[config.mk]
export PLATFORM = sky130hd
export DESIGN_NAME = start_token_fifo
export DESIGN_NICKNAME = d
export VERILOG_FILES = /design/src/rtl/start_token_fifo.sv
export SDC_FILE = /design/constraint.sdc
export NUM_CORES = 1
export LEC_CHECK = 0
export CORE_MARGIN = 2
export CORE_UTILIZATION = 23
export DETAILED_ROUTE_END_ITERATION = 16
export PLACE_DENSITY = 0.43
export SLEW_MARGIN = 20
export SYNTH_ARGS = -nofsm -noshare
export SYNTH_HDL_FRONTEND = slang
export SYNTH_SLANG_ARGS = --single-unit
[constraint.sdc]
create_clock -name clk -period 1.76 [get_ports clk]
set_input_delay 0.264 -clock clk [delete_from_list [all_inputs] [get_ports clk]]
set_output_delay 0.264 -clock clk [all_outputs]
set_load 0.05 [all_outputs]
[src/rtl/start_token_fifo.sv]
// Shift-register FIFO with show-ahead output: the oldest token is always on if_dout.
// Occupancy flags are registered and updated on the same edge as the counter.
module start_token_fifo #(
  parameter int DATA_WIDTH = 1,
  parameter int ADDR_WIDTH = 1,
  parameter int DEPTH      = 2
) (
  input  logic                  clk,
  input  logic                  reset,
  input  logic                  if_write_ce,
  input  logic                  if_write,
  input  logic [DATA_WIDTH-1:0] if_din,
  output logic                  if_full_n,
  input  logic                  if_read_ce,
  input  logic                  if_read,
  output logic [DATA_WIDTH-1:0] if_dout,
  output logic                  if_empty_n,
  output logic [ADDR_WIDTH:0]   if_num_data_valid
);

  localparam logic [ADDR_WIDTH:0] CNT_ONE   = (ADDR_WIDTH+1)'(1);
  localparam logic [ADDR_WIDTH:0] CNT_DEPTH = (ADDR_WIDTH+1)'(DEPTH);

  logic [DATA_WIDTH-1:0] r_mem [0:DEPTH-1];
  logic [ADDR_WIDTH:0]   r_count;
  logic [ADDR_WIDTH-1:0] r_addr;
  logic                  r_empty_n;
  logic                  r_full_n;

  logic                  w_push;
  logic                  w_pop;
  logic [ADDR_WIDTH:0]   w_cnt_nxt;
  logic [ADDR_WIDTH:0]   w_cnt_dec;
  logic [ADDR_WIDTH-1:0] w_addr_nxt;

  // Handshake: a push is accepted when if_write & if_write_ce & if_full_n, a pop
  // when if_read & if_read_ce & if_empty_n; requests outside those cycles are dropped.
  assign w_push = if_write & if_write_ce & r_full_n;
  assign w_pop  = if_read  & if_read_ce  & r_empty_n;

  always_comb begin
    w_cnt_nxt = r_count;
    if (w_push && !w_pop)
      w_cnt_nxt = r_count + CNT_ONE;
    else if (w_pop && !w_push)
      w_cnt_nxt = r_count - CNT_ONE;
  end

  assign w_cnt_dec  = w_cnt_nxt - CNT_ONE;
  assign w_addr_nxt = (w_cnt_nxt == '0) ? '0 : w_cnt_dec[ADDR_WIDTH-1:0];

  // Storage is not reset; the reset term only keeps it from shifting on a reset edge.
  always_ff @(posedge clk) begin
    if (w_push && !reset) begin
      r_mem[0] <= if_din;
      for (int i = DEPTH-1; i > 0; i--)
        r_mem[i] <= r_mem[i-1];
    end
  end

  always_ff @(posedge clk or posedge reset) begin
    if (reset) begin
      r_count   <= '0;
      r_addr    <= '0;
      r_empty_n <= 1'b0;
      r_full_n  <= 1'b1;
    end else begin
      r_count   <= w_cnt_nxt;
      r_addr    <= w_addr_nxt;
      r_empty_n <= (w_cnt_nxt != '0);
      r_full_n  <= (w_cnt_nxt != CNT_DEPTH);
    end
  end

  assign if_dout           = r_mem[r_addr];
  assign if_empty_n        = r_empty_n;
  assign if_full_n         = r_full_n;
  assign if_num_data_valid = r_count;

endmodule

==> results.yml <==
yosys:
  ys_types: 18
  ys_ff_latch: 7
  synth_area_per_cell_um2: 11.3
  yosys_warnings: 0
  syn_inst: 32
  synth-seq-area-share: 0.517
  netlist.area_leader.share: 0.278
  synth_area_leaders: "dfrtp_1, edfxtp_1, dfstp_2"
  syn_nets: 39
  synth_largest_area_cell: "dfrtp_1"
  syn_area_um2: 360
clock_network:
  hold_buffers: 0
  cts.sink_count: 7
  clkTransAtPathRegs_ns: 0.05
  cts_tree: "yes"
  cts_root_buffer: "clkbuf_4"
  cts_setup_buffers: 0
  h-tree-depth: 1
  cts_buffers: 3
  clock_path_buffers: 2
  ctsResizeCount: 0
  worstSkewPairLatency_ns: 0.25
setup_path:
  crit_fanout: 6
  rr_worst_depth: 3
  reg2reg_from: "if_full_n$_DFF_PP1_"
  cp.required_ns: 1.89
  cpPeakStageDelay_ns: 0.53
  start_kind: "flip-flop"
  slowest_stage: "dfstp_2"
  crit_family: "flip-flops"
  r2r-end: "r_addr$_DFF_PP0_"
  cp-end-kind: "flip-flop"
  path_class: "flip-flop to flip-flop"
  worstSetupPathDepth: 3
  cp_cell_sequence: "and3_1, xnor2_2, a221o_1"
  path_buf_inv: 0
  crit_start: "if_full_n$_DFF_PP1_"
  cp-endpoint: "r_addr$_DFF_PP0_"
  rrSetupSlack_ns: 0.34
  worst_ep_arrival_time_ns: 1.56
global_routing:
  grt_pass1_wl_mm: 1.24
  grt_usage: 0.0970
  grt-ovfl-total: 0
  grt_antenna_before_repair: 0
  grt_max_degree: 7
  grt_pass1_vias: 304
floorplanning:
  initial_core_util: 0.242
  die_h_um: 43.6
  die_area_um2: 1900
  die_x_um: 43.6
  core_um2: 1490
  fp-row-count: 14
  ios: 12
power_and_ir_drop:
  total_leakage_power_nw: 0.206
  power_frac_clock: 0.156
  power.switching_mw: 0.407
  p_comb_frac: 0.527
  p_sw_frac: 0.452
  powerDensity_nw_per_um2: 1830
  sequentialPowerShare: 0.316
  max-vdd-ir-drop_v: 0.000616
  internal-power_mw: 0.493
finish:
  layout.nets: 54
  antenna_cells: 0
  drive_above_1_share: 0.304
  layout_common_cells: "clkdlybuf4s50_1, buf_4, nand3_1, dfrtp_1"
  final_util: 0.331
  area_growth_pct: 36.8
  final_common_cell: "clkdlybuf4s50_1"
sta:
  relSlewSlack: 0.806
  rsz0062_at_grt: "false"
  holdWs_ns: 0.248
  hold_violations: 0
  final.period_utilization: 0.809
  worst_pin_slew_ns: 0.291
  min_period_ns: 1.42
  fin_skew_ns: 0.00377
  tns_ns: 0
  setup_slack_ns: 0.336
  setup-violations-final: 0
  fmax_mhz: 702
  drv_slew: 0
detailed_routing:
  dr.first_iter.drc_count: 4
  drc: 0
  firstDrtPassIters: 4
  via_count: 301
  drtAntennaViolNets: 0
  vias_per_cell: 4.85
  totalWireLength_um: 758
  wl_per_cell_um: 12.2
outcome:
  status: "complete, no violations"
placement:
  dpl_worst_slack_ns: 0.135
  io_buffers: 11
  finalWeightedCongestion: 0.816
  dp_hpwl_um: 600
hold_path:
  hold_path_class: "primary input to asynchronous set/reset pin"
run:
  max_cap_viol_count: 0
==> worst min-delay path by stage <==
stage,to,startpoint,slack (ns),cells past startpoint
2_1_floorplan,if_empty_n$_DFF_PP0_,reset,0.04,1
3_3_place_gp,r_mem[1]$_DFFE_PP_,r_mem[0]$_DFFE_PP_,0.44,0
3_5_place_dp,r_mem[1]$_DFFE_PP_,r_mem[0]$_DFFE_PP_,0.45,0
4_1_cts,r_addr$_DFF_PP0_,reset,0.26,2
5_1_grt,r_addr$_DFF_PP0_,reset,0.29,2
6_report,r_addr$_DFF_PP0_,reset,0.25,2
==> kinds of logic (layout without fill, tap and decap cells) <==
logic type	Yosys count	count (layout)	synth area share
muxes	1	1	0.0312
DFF	7	7	0.517
xor gates and xnor gates	2	2	0.0695
buffers and inverters	2	16	0.0417
and+or+nand+nor	15	15	0.236
AOI/OAI and AO/OA	5	5	0.104
==> worst register-to-register path, cell delays in order (launching register included) <==
cell and delay (ns):
dfstp_2 0.53, and3_1 0.30, xnor2_2 0.15, a221o_1 0.33
==> metal layers <==
| metal | up-vias | share of wire | global-route usage |
|---|---|---|---|
| met1 | 139 | 0.37 | 0.0883 |
| met3 | 2 | 0.071 | 0.0542 |
| met5 | - | 0 | 0 |
| li1 | 147 | - | - |
| met4 | 0 | 0.033 | 0.0727 |
| met2 | 13 | 0.52 | 0.159 |
==> Yosys cell counts <==
master    n
dfstp_2   1
mux2_2    1
and3_2    3
and2_1    1
inv_1     1
buf_6     1
nand3_1   4
edfxtp_1  2
xnor2_2   1
a221o_1   1
nand4_1   1
nor2_1    3
o21ai_0   2
xnor2_1   1
a221oi_1  2
dfrtp_1   4
and3_1    1
nor2b_1   2
==> power by group through the flow <==
stage | Combinational (mW) | Sequential [mW] | Clock (mW)
3_5_place_dp | 0.474 | 0.288 | 0
2_1_floorplan | 0.195 | 0.437 | 0
4_1_cts | 0.478 | 0.286 | 0.149
3_3_place_gp | 0.482 | 0.284 | 0
5_1_grt | 0.503 | 0.292 | 0.158
6_report | 0.475 | 0.285 | 0.141
==> layout make-up <==
class                      count  area, µm²
fill                         148        996
sequential                     7        186
inverter                       1       3.75
tap                           16       20.0
clock buffer                   4       26.3
timing repair buffer          11       97.6
multi-input combinational     23        159
==> registers in the layout, summed over array words and instances, names as in the netlist <==
signal and flops:
r_mem 2, if_num_data_valid 2, if_full_n 1, r_addr 1, if_empty_n 1
==> through the flow <==
step	total power, mW	instance area, µm²	std cells
CTS	0.913	493	62
floorplan	0.633	360	32
finish	0.900	493	62
detailed placement	0.763	467	58
global route	0.953	493	62
global placement	0.766	467	58
No activity file was read; power rests on OpenSTA's default activity.
